[config.mk]
export PLATFORM = sky130hd
export DESIGN_NAME = magnitude_search_controller
export DESIGN_NICKNAME = d
export VERILOG_FILES = /design/src/rtl/magnitude_search_controller.sv
export SDC_FILE = /design/constraint.sdc
export NUM_CORES = 1
export LEC_CHECK = 0
export ABC_CLOCK_PERIOD_IN_PS = 6100
export CAP_MARGIN = 40
export CORE_UTILIZATION = 44
export CTS_CLUSTER_DIAMETER = 80
export DETAILED_ROUTE_END_ITERATION = 6
export PLACE_DENSITY_LB_ADDON = 0.1
export SYNTH_ARGS = -nofsm -noshare
export SYNTH_HDL_FRONTEND = slang
export SYNTH_SLANG_ARGS = --single-unit
[constraint.sdc]
create_clock -name clk -period 6.1 [get_ports clk]
set_clock_uncertainty 0.15 [all_clocks]
set_input_delay 1.22 -clock clk [delete_from_list [all_inputs] [get_ports clk]]
set_output_delay 1.22 -clock clk [all_outputs]
set_load 0.02 [all_outputs]
[src/rtl/magnitude_search_controller.sv]
// Binary-search controller that drives an external magnitude comparator and
// reports the matching value, or flags inconsistent comparator responses.
module magnitude_search_controller #(
    parameter int WIDTH = 4
) (
    input  logic             clk,
    input  logic             rst,
    input  logic             start,
    input  logic             a_greater,
    input  logic             equal,
    input  logic             b_greater,
    output logic [WIDTH-1:0] guess,
    output logic             busy,
    output logic             done,
    output logic             error,
    output logic [WIDTH-1:0] result,
    output logic [WIDTH:0]   cmp_count
);

    typedef enum logic {
        IDLE,
        PROBE
    } state_t;

    localparam logic [WIDTH-1:0] MAX   = '1;
    localparam logic [WIDTH-1:0] G_ONE = WIDTH'(1);
    localparam logic [WIDTH:0]   C_ONE = (WIDTH + 1)'(1);

    state_t           state;
    state_t           state_n;
    logic [WIDTH-1:0] lo;
    logic [WIDTH-1:0] hi;
    logic [WIDTH-1:0] lo_n;
    logic [WIDTH-1:0] hi_n;
    logic [WIDTH-1:0] guess_n;
    logic [WIDTH-1:0] result_n;
    logic [WIDTH:0]   count_n;
    logic [WIDTH:0]   sum;
    logic             busy_n;
    logic             done_n;
    logic             error_n;
    logic             one_hot;
    logic             fault;
    logic             terminate;

    // A probe that would push lo past hi means the comparator contradicted itself.
    assign one_hot   = ({a_greater, equal, b_greater} == 3'b100) ||
                       ({a_greater, equal, b_greater} == 3'b010) ||
                       ({a_greater, equal, b_greater} == 3'b001);
    assign fault     = !one_hot || (a_greater && (guess == hi)) || (b_greater && (guess == lo));
    assign terminate = fault || equal;

    always_ff @(posedge clk or posedge rst) begin
        if (rst) begin
            state <= IDLE;
        end else begin
            state <= state_n;
        end
    end

    always_comb begin
        state_n = state;
        case (state)
            IDLE:    if (start) state_n = PROBE;
            PROBE:   if (terminate) state_n = IDLE;
            default: state_n = IDLE;
        endcase
    end

    always_comb begin
        lo_n     = lo;
        hi_n     = hi;
        guess_n  = guess;
        result_n = result;
        count_n  = cmp_count;
        busy_n   = 1'b0;
        done_n   = 1'b0;
        error_n  = 1'b0;
        sum      = '0;
        case (state)
            IDLE: begin
                if (start) begin
                    lo_n    = '0;
                    hi_n    = MAX;
                    guess_n = MAX >> 1;
                    count_n = '0;
                    busy_n  = 1'b1;
                end
            end
            PROBE: begin
                count_n = cmp_count + C_ONE;
                if (terminate) begin
                    result_n = guess;
                    done_n   = 1'b1;
                    error_n  = fault;
                end else begin
                    busy_n = 1'b1;
                    // Midpoint uses one extra bit so lo+hi cannot wrap.
                    if (a_greater) begin
                        lo_n = guess + G_ONE;
                        sum  = {1'b0, lo_n} + {1'b0, hi};
                    end else begin
                        hi_n = guess - G_ONE;
                        sum  = {1'b0, lo} + {1'b0, hi_n};
                    end
                    guess_n = WIDTH'(sum >> 1);
                end
            end
            default: begin
                busy_n = 1'b0;
            end
        endcase
    end

    always_ff @(posedge clk or posedge rst) begin
        if (rst) begin
            lo        <= '0;
            hi        <= '0;
            guess     <= '0;
            result    <= '0;
            cmp_count <= '0;
            busy      <= 1'b0;
            done      <= 1'b0;
            error     <= 1'b0;
        end else begin
            lo        <= lo_n;
            hi        <= hi_n;
            guess     <= guess_n;
            result    <= result_n;
            cmp_count <= count_n;
            busy      <= busy_n;
            done      <= done_n;
            error     <= error_n;
        end
    end

endmodule
# Word-level counts from Yosys, hierarchy flattened
# Cells that the tools add are included.
# Widths: inputs -> output; s select.
[word_totals]
ff_bits = 24
inputBits = 6
output_inout_bits = 16
wordCells = 56
[op_classes]
add_sub_neg = 5
eq_ne = 9
mux = 21
n_bitwise = 1
reduce_logical = 12
[ops]
columns = ["cell", "count"]
rows = [
  ["$mux 4", 8],
  ["$pmux 4 s2", 3],
  ["$add 4x4->5", 2],
  ["$mux 5", 2],
  ["$pmux 5 s2", 1],
  ["$eq 4x4->1", 2],
  ["$ne 2x2->1 const B", 4],
  ["$mux 1", 6],
  ["$reduce_and 3->1", 2],
  ["$add 5x1->5 const B", 1],
  ["$logic_or 1x1->1", 5],
  ["$add 4x1->4 const B", 1],
  ["$reduce_and 2->1", 2],
  ["$sub 4x1->4 const B", 1],
  ["$eq 3x1->1 const B", 1],
  ["$eq 3x2->1 const B", 1],
  ["$eq 3x3->1 const B", 1],
  ["$logic_and 1x1->1", 2],
  ["$pmux 1 s2", 1],
  ["$logic_not 1->1", 1],
  ["$not 1->1", 1],
]

# Longest topological paths before layout
# Gate-level depths: netlist of run 1.
[logic_depth]
ltp_word = 9
ltp_mapped = 9
mapped_depth_nobuf = 8

# Worst setup path before layout of run 1
# No wires, ideal clock.
[synth_timing]
kind = "input-to-reg"
startpoint = "input port b_greater"
endpoint = "register result[0]"
setup_ns = 0.128
t_arrival_ns = 2.396
path_slack_ns = 3.427
path_stages = 5
n_path_buf = 1
cell_sequence = "clkbuf_2 and2_1 a41o_1 o21ai_2 mux2_1"
[synth_between]
elab_chain_cells = 8
elab_cells_between_ends = 11
cone_classes = "eq/ne (3); reduce/logical (8)"
[synth_rtl]
columns = ["element", "line", "text"]
rows = [
  ["start, declared", "11", "input logic b_greater,"],
  ["$eq 3x3->1 or $eq 3x2->1 (tied branches)", "47, 48", ""],
  ["$logic_or 1x1->1", "47", "assign one_hot = ({a_greater, equal, b_greater} == 3'b100) ||"],
  ["$logic_or 1x1->1", "48", "({a_greater, equal, b_greater} == 3'b010) ||"],
  ["$logic_not 1->1", "50", "assign fault = !one_hot || (a_greater && (guess == hi)) || (b_greater && (guess == lo));"],
  ["$logic_or 1x1->1", "50", ""],
  ["$logic_or 1x1->1 *", "50", ""],
  ["$logic_or 1x1->1 *", "51", "assign terminate = fault || equal;"],
  ["$reduce_and 2->1 (no line) *", "-", ""],
  ["end signal, assigned", "129", "result <= result_n;"],
  ["end, declared", "16", "output logic [WIDTH-1:0] result,"],
]
# Mark *: on every way between the ends. The rest lies on a longest branch, timed or not.
# A chain may end at the register's enable or synchronous reset.

# Worst setup path after layout of run 1
[layout_timing]
startpoint = "register busy"
endpoint = "output port busy"
[layout_lines]
columns = ["element", "line", "text"]
rows = [
  ["start, declared", "13", "output logic busy,"],
  ["start signal, assigned", "131", "busy <= busy_n;"],
]
# No word-level cell between the ends.

==> results of run 1 <==
-- cell type report --
| class | instances | area, um2 | area share (%) |
|---|---|---|---|
| Clock buffer | 3 | 41.3 | 2.07 |
| Clock inverter | 1 | 30.0 | 1.50 |
| Inverter | 10 | 37.5 | 1.88 |
| Multi-Input combinational cell | 128 | 1000 | 50.2 |
| Sequential cell | 24 | 601 | 30.1 |
| Tap cell | 48 | 60.1 | 3.01 |
| Timing Repair Buffer | 22 | 225 | 11.3 |
-- synthesized netlist by cell type, drive strengths merged (2+ instances only) --
cell type	instances	share of area [%]
buf	5	2.3
xnor2	6	3.1
o21ai	16	5.0
o211ai	2	0.89
ha	13	9.6
xor2	9	5.6
inv	10	2.2
fa	2	2.4
nor2	5	1.1
a21oi	4	1.2
nand3	6	2.1
nand4	4	1.5
a311o	3	1.8
a41oi	2	1.5
nor4	2	0.74
or3	2	0.74
o41ai	2	2.6
nor3	5	1.5
and2	4	1.5
nor2b	2	0.74
a31oi	7	3.0
clkbuf	3	0.74
mux2	5	3.3
dfrtp	24	36
a21o	3	1.3
nand2	13	2.9
-- state kept, by name, indices dropped and copies added (netlist names) --
name and flops:
hi 4, error 1, lo 4, result 4
guess 4, busy 1, done 1, cmp_count 5
-- power breakdown --
part / internal, uW / total (uW) / switching [uW]
sequential: 191 / 247 / 55.7
combinational: 169 / 367 / 198
clock: 87.9 / 142 / 54.5
-- worst paths after layout --
path | start | endpoint | cells after the start
worst max register to register | guess[0] | guess[2] | 8
min in group asynchronous | rst | result[3] | 2
worst min-delay path | result[2] | result[2] | 1
worst max-delay path | busy | busy | 1
max in group asynchronous | rst | cmp_count[4] | 3
worst min register to register | result[2] | result[2] | 1
-- through the flow --
| stage | instances | hold slack (ns) |
|---|---|---|
| floorplan | 170 | 0.359 |
| CTS | 236 | 0.357 |
| global route | 236 | 0.383 |
| global placement | 231 | 0.325 |
| detailed placement | 232 | 0.334 |
| finish | 236 | 0.352 |
-- metal layers --
layer | vias to the layer above | part of all wire [%] | track usage, %
met5 | - | 0 | 0
met4 | 0 | 1.1 | 6.25
met3 | 5 | 3.4 | 2.86
met2 | 27 | 51 | 39.8
met1 | 666 | 45 | 27.1
li1 | 653 | - | -
-- cell families after synthesis --
logic type | Yosys count | synth area share (%)
AND/OR/NAND/NOR | 48 | 14.9
adder cells (fa/ha/maj) | 15 | 12.0
multiplexers | 5 | 3.33
AO/OA/AOI/OAI | 45 | 20.4
flip-flops | 24 | 35.5
buffers and inverters | 18 | 5.25
XOR/XNOR | 15 | 8.66
==> flow_summary.rst, run 1 <==
.. list-table::
   :header-rows: 1

   * - Metric
     - Value
   * - Result of the run
     - complete, no violations
   * - Slack of the critical path
     - 2.87 ns
   * - Number of antenna violations at the first check in global routing
     - 0
   * - Post-synth EDFFs
     - 0
   * - Library cell contributing the largest single delay on the critical path
     - dfrtp_1
   * - Slew HR
     - 49.5%
   * - Post-synthesis average cell area
     - about 10 um2
   * - Antenna Cells
     - 0
   * - Post-Syn Nets
     - 191
   * - Post-CTS sizing
     - 0
   * - Register-to-register setup slack
     - 3.36 ns
   * - DR WL/cell
     - 16.3 um
   * - Post-CTS clock slew at the launch and capture registers of the worst setup and hold paths
     - 0.09 ns
   * - RSZ-0062 raised after global routing
     - no
   * - Sequential fraction of the synthesis area
     - 35.5%
   * - Required time of the critical path
     - 4.73 ns
   * - Placeable core area
     - 3660 um2
   * - Latest clock arrival within the worst-skew pair
     - roughly 0.27 ns
   * - Worst path bufs/invs
     - 1
   * - Distinct cell type count of the synthesized netlist
     - between 40 and 50
   * - Total count of hold-check failures in the final report
     - 0
   * - Peak Freq
     - between 300 and 400 MHz
   * - Global-route wire length before repair
     - 6840 um
   * - Worst setup slack before clock tree synthesis
     - about 2.7 ns
   * - Final instance area
     - 2000 um2
   * - CTS root buffer
     - clkbuf_8
   * - Total setup buffers inserted after CTS
     - 0
   * - Placed inst area
     - approximately 1900 um2
   * - Cells after Synth
     - 170
   * - Final number of setup-violating endpoints
     - 0
   * - Final routed DRC violation total
     - 0
   * - Type of the most critical hold path
     - reg -> reg
   * - Highest net fanout along the worst path
     - 22
   * - Shortest clock period the worst path allows after layout
     - 3.23 ns
   * - Number of buffers added on ports
     - 21
   * - Highest ir drop seen on vdd
     - 224 uV
   * - Share of flip-flops with an asynchronous set or reset after synthesis
     - 100%
   * - Sink Count
     - 24
   * - Number of DRC violations after detailed-routing iteration 0
     - 40
   * - Final total power
     - ~760 uW
   * - Fill cell count
     - 329
   * - Actual slew at the worst max-slew pin
     - ~0.76 ns
   * - Part of the cycle the worst path needs
     - 52.9%
   * - Largest stage delay on the critical path
     - about 0.84 ns
   * - Series of cell instances along the critical path
     - clkdlybuf4s50_1
   * - Setup_tns
     - 0 ns
   * - Die width
     - 64.0 um
   * - GRT Total Usage
     - roughly 22%
   * - I/O pin count
     - 22
   * - Final-report max-slew violation count
     - 0
   * - Commonest register cell after synthesis
     - dfrtp_1
   * - Kind of critical path
     - reg -> out
   * - Congestion Overflow GR
     - 0
   * - Number of nets in the final layout
     - 210
   * - Final core occ
     - 54.5%
   * - Critical Path End Type
     - primary output
   * - Starting density of the core
     - a little under half
   * - Via count of the first global-routing pass
     - about 1.5k
   * - Post-DP HPWL
     - about 3000 um
   * - Die H
     - 64.0 um
   * - Worst endpoint data arrival time
     - 1.86 ns
   * - Number of buffers between clock root and the deepest sink
     - 2
   * - Register bit count reported by yosys
     - 24
   * - Wire length after detailed routing
     - 3850 um
   * - Area Overhead vs Synth
     - 18.1%
   * - Largest net degree at the start of global routing
     - 23
   * - Area enclosed by the die boundary
     - 4090 um2
   * - Yosys Warn Count
     - 0
   * - Count of max-cap constraint violations
     - 0
   * - Antenna-violating nets left
     - 0
   * - Total iterations of the first detailed-routing run
     - 4
   * - TritonCTS clock tree
     - yes
   * - Routed via count divided by cell count
     - 5.72
   * - Total via count after detailed routing
     - ~1.4k
   * - Number of buffers added to fix hold violations after cts
     - 0
   * - Cell area power density
     - roughly 380 nW/um2
   * - CTS H-tree depth
     - 1
   * - Top library cells by usage in the layout, fill and taps aside
     - dfrtp_1 (24), clkdlybuf4s50_1 (21), o21ai_0 (15)
   * - Post-Synthesis Cell Area
     - 1690 um2
   * - Dominant delay contributor by cell family on the critical path
     - flip-flops
   * - Share of final-layout standard cells stronger than drive strength 1
     - 9.04%
   * - CP Launch Type
     - flop
   * - Weighted congestion reported at the end of routability-driven placement
     - 0.888
   * - Row count
     - 22
   * - Clock buffer count from CTS
     - 3
   * - Leakage power summed over all cells
     - 0.000830 uW
   * - Most common cell after layout, fill and taps aside
     - dfrtp_1
Note: power is estimated with default switching activity, not from simulation.
==> run 2: changes to the inputs <==
--- a/config.mk
+++ b/config.mk
@@ -5,7 +5,7 @@
 export SDC_FILE = /design/constraint.sdc
 export NUM_CORES = 1
 export LEC_CHECK = 0
-export ABC_CLOCK_PERIOD_IN_PS = 6100
+export ABC_CLOCK_PERIOD_IN_PS = 2600
 export CAP_MARGIN = 40
 export CORE_UTILIZATION = 44
 export CTS_CLUSTER_DIAMETER = 80
==> constraint.sdc (replaced) <==
create_clock -name clk -period 2.6 [get_ports clk]
set_clock_uncertainty 0.15 [all_clocks]
set_input_delay 0.52 -clock clk [delete_from_list [all_inputs] [get_ports clk]]
set_output_delay 0.52 -clock clk [all_outputs]
set_load 0.02 [all_outputs]
==> flow_summary.rst, run 2 (synthesis results as in run 1) <==
.. list-table::
   :header-rows: 1

   * - Metric
     - Value
   * - Number of gates on the worst path with buffers counted
     - 8 (was 1)
   * - Largest reg by FF count
     - cmp_count (unchanged)
   * - Highest net fanout along the worst path
     - 3 (was 22)
   * - I/O pin count
     - 22 (unchanged)
   * - Largest net degree at the start of global routing
     - 25 (was 23)
   * - Share of final-layout standard cells stronger than drive strength 1
     - 14.1% (was 9.04%)
   * - Die width
     - 64.0 um (unchanged)
   * - Critical Path End Type
     - flop (was primary output)
   * - Shortest clock period the worst path allows after layout
     - 2.45 ns
   * - Slack of the critical path
     - 0.146 ns (was 2.87 ns)
   * - Final core occ
     - 56.6% (was 54.5%)
   * - Highest Signal Layer
     - met4 (unchanged)
   * - Post-CTS sizing
     - 0 (unchanged)
   * - Required time of the critical path
     - 2.63 ns (was 4.73 ns)
   * - Top library cells by usage in the layout, fill and taps aside
     - dfrtp_1 (24), clkdlybuf4s50_1 (21), o21ai_0 (15) (unchanged)
   * - CTS root buffer
     - clkbuf_8 (unchanged)
   * - Latest clock arrival within the worst-skew pair
     - 0.27 ns (about the same)
   * - Combined flip-flop and latch cell area
     - 601 um2 (unchanged)
   * - Final number of setup-violating endpoints
     - 0 (unchanged)
   * - Origin of the critical flop-to-flop path
     - guess[0] (unchanged)
   * - Worst Hold Path EP
     - result[3] (was result[2])
   * - Kind of critical path
     - reg -> reg (was reg -> out)
   * - GRT Total Usage
     - 24.1% (was 22.0%)
   * - Antenna-violating nets left
     - 0 (unchanged)
   * - Reg2Reg Capture Point
     - guess[2] (unchanged)
   * - Area enclosed by the die boundary
     - 4090 um2 (unchanged)
   * - Total iterations of the first detailed-routing run
     - 4 (unchanged)
   * - Largest stage delay on the critical path
     - 0.45 ns (was 0.84 ns)
   * - Dominant delay contributor by cell family on the critical path
     - compound AO/OA/AOI/OAI gates (was flip-flops)
   * - Type of the most critical hold path
     - reg -> reg (unchanged)
   * - Min-delay src
     - result[3] (was result[2])
   * - Highest ir drop seen on vdd
     - 375 uV (was 224 uV)
   * - Number of DRC violations after detailed-routing iteration 0
     - 68 (was 40)
   * - Slew HR
     - 68.4% (was 49.5%)
   * - Post-DP HPWL
     - 3390 um (was 2970 um)
   * - Global-route wire length before repair
     - 7360 um (was 6840 um)
   * - Worst R2R Path Depth
     - 8 (unchanged)
   * - TritonCTS clock tree
     - yes (unchanged)
   * - Number of buffers added on ports
     - 21 (unchanged)
   * - Routed via count divided by cell count
     - 5.83 (was 5.72)
   * - Antenna Cells
     - 0 (unchanged)
   * - Share of total power in the clock network
     - 18.0% (was 18.8%)
   * - Final routed DRC violation total
     - 0 (unchanged)
   * - Worst setup slack before clock tree synthesis
     - 0.0841 ns (was 2.66 ns)
   * - Count of placed standard cells in the final layout, fillers left out
     - 247 (was 236)
   * - Fill cell count
     - 343 (was 329)
   * - Number of antenna violations at the first check in global routing
     - 0 (unchanged)
   * - Congestion Overflow GR
     - 0 (unchanged)
   * - Cell area power density
     - 898 nW/um2 (was 379 nW/um2)
   * - Series of cell instances along the critical path
     - inv_1 -> ha_1 -> xor2_1 -> ha_1 -> a21oi_1 -> a21oi_1 -> or3b_2 -> a32oi_1 (was clkdlybuf4s50_1)
   * - Setup_tns
     - 0 ns (unchanged)
   * - Min-Delay Path Depth
     - 1 (unchanged)
   * - Wire length after detailed routing
     - 4410 um (was 3850 um)
   * - Final instance area
     - 2070 um2 (was 2000 um2)
   * - Detail Route met2 WL
     - 2040 um (was 1960 um)
   * - Worst endpoint data arrival time
     - 2.49 ns (was 1.86 ns)
   * - Final-report max-slew violation count
     - 0 (unchanged)
   * - Number of nets in the final layout
     - 221 (was 210)
   * - Starting density of the core
     - 46.2% (unchanged)
   * - Total count of hold-check failures in the final report
     - 0 (unchanged)
   * - Library cell contributing the largest single delay on the critical path
     - or3b_2 (was dfrtp_1)
   * - Metal-1 WL
     - 1880 um (was 1720 um)
   * - Part of the total power dissipated in sequential elements
     - 29.1% (was 32.6%)
   * - Total via count after detailed routing
     - 1440 (was 1351)
   * - CP Launch Type
     - flop (unchanged)
   * - Internal Pwr Total
     - 1090 uW (was 448 uW)
   * - Row count
     - 22 (unchanged)
   * - Net switching power
     - 767 uW (was 309 uW)
   * - Actual slew at the worst max-slew pin
     - 0.472 ns (was 0.757 ns)
   * - CTS H-tree depth
     - 1 (unchanged)
   * - Placed inst area
     - 2000 um2 (was 1920 um2)
   * - Via count of the first global-routing pass
     - 1480 (was 1455)
   * - Part of the cycle the worst path needs
     - 94.4%
   * - Weighted congestion reported at the end of routability-driven placement
     - 1.03 (was 0.888)
   * - Area of combinational cells with multiple inputs
     - 1000 um2 (unchanged)
   * - Sink Count
     - 24 (unchanged)
   * - Placed cell count
     - 243 (was 232)
   * - Met3 routed wirelength
     - 270 um (was 131 um)
   * - Register-to-register setup slack
     - 0.15 ns (was 3.36 ns)
   * - Clock buffer count from CTS
     - 3 (unchanged)
   * - Peak Freq
     - 407 MHz
   * - Net switching fraction of the power
     - 41.3% (was 40.8%)
   * - Result of the run
     - complete, no violations (unchanged)
   * - Area Overhead vs Synth
     - 22.5% (was 18.1%)
   * - Number of buffers added to fix hold violations after cts
     - 0 (unchanged)
   * - Number of buffers between clock root and the deepest sink
     - 2 (unchanged)
   * - Die H
     - 64.0 um (unchanged)
   * - Leakage power summed over all cells
     - 0.000878 uW (was 0.000830 uW)
   * - Most common cell after layout, fill and taps aside
     - dfrtp_1 (unchanged)
   * - RSZ-0062 raised after global routing
     - no (unchanged)
   * - Combinational share of power
     - 53.0% (was 48.6%)
   * - Count of max-cap constraint violations
     - 0 (unchanged)
   * - Total setup buffers inserted after CTS
     - 0 (unchanged)
   * - Post-CTS clock slew at the launch and capture registers of the worst setup and hold paths
     - 0.09 ns (about the same)
   * - Placeable core area
     - 3660 um2 (unchanged)
   * - Worst path bufs/invs
     - 1 (unchanged)
   * - DR WL/cell
     - 17.8 um (was 16.3 um)
   * - Number of flip-flops under the largest register name
     - 5 (unchanged)
[run 2: changes by cell type in the layout (fill, tap and decap cells not counted), sizes merged]
cell,delta
buf,+11
[run 2: final cells by class]
cell class	count	share of cell area, %
clock buffer	3	1.99
clock inverter	1	1.45
inverter	10	1.81
multi-input combinational	128	48.3
sequential	24	29.0
tap	48	2.90
timing repair buffer	33	14.5
[run 2: worst max-delay path by stage]
stage | startpoint | to
after global placement | b_greater | result[3]
after global routing | guess[0] | guess[2]
final | guess[0] | guess[2]
after CTS | guess[0] | guess[2]
after detailed placement | a_greater | result[2]
after floorplan | guess[1] | guess[2]
[run 2: stage by stage]
stage	total power [uW]	hold WS (ns)
final	1860	0.358
after global routing	1980	0.369
after CTS	1860	0.359
after detailed placement	1520	0.339
after global placement	1480	0.326
after floorplan	1180	0.359
[run 2: power by group through the flow]
stage,Combinational (uW),Sequential (uW),Clock (uW)
finish,985,540,334
CTS,981,540,335
floorplan,580,596,0
detailed placement,973,548,0
global route,1070,549,354
global placement,938,542,0
[run 2: per-layer routing]
metal | global-route usage [%] | vias to the layer above
met1 | 29.6 | 673
met4 | 15.6 | 0
li1 | - | 680
met3 | 3.57 | 22
met2 | 39.4 | 65
met5 | 0 | -
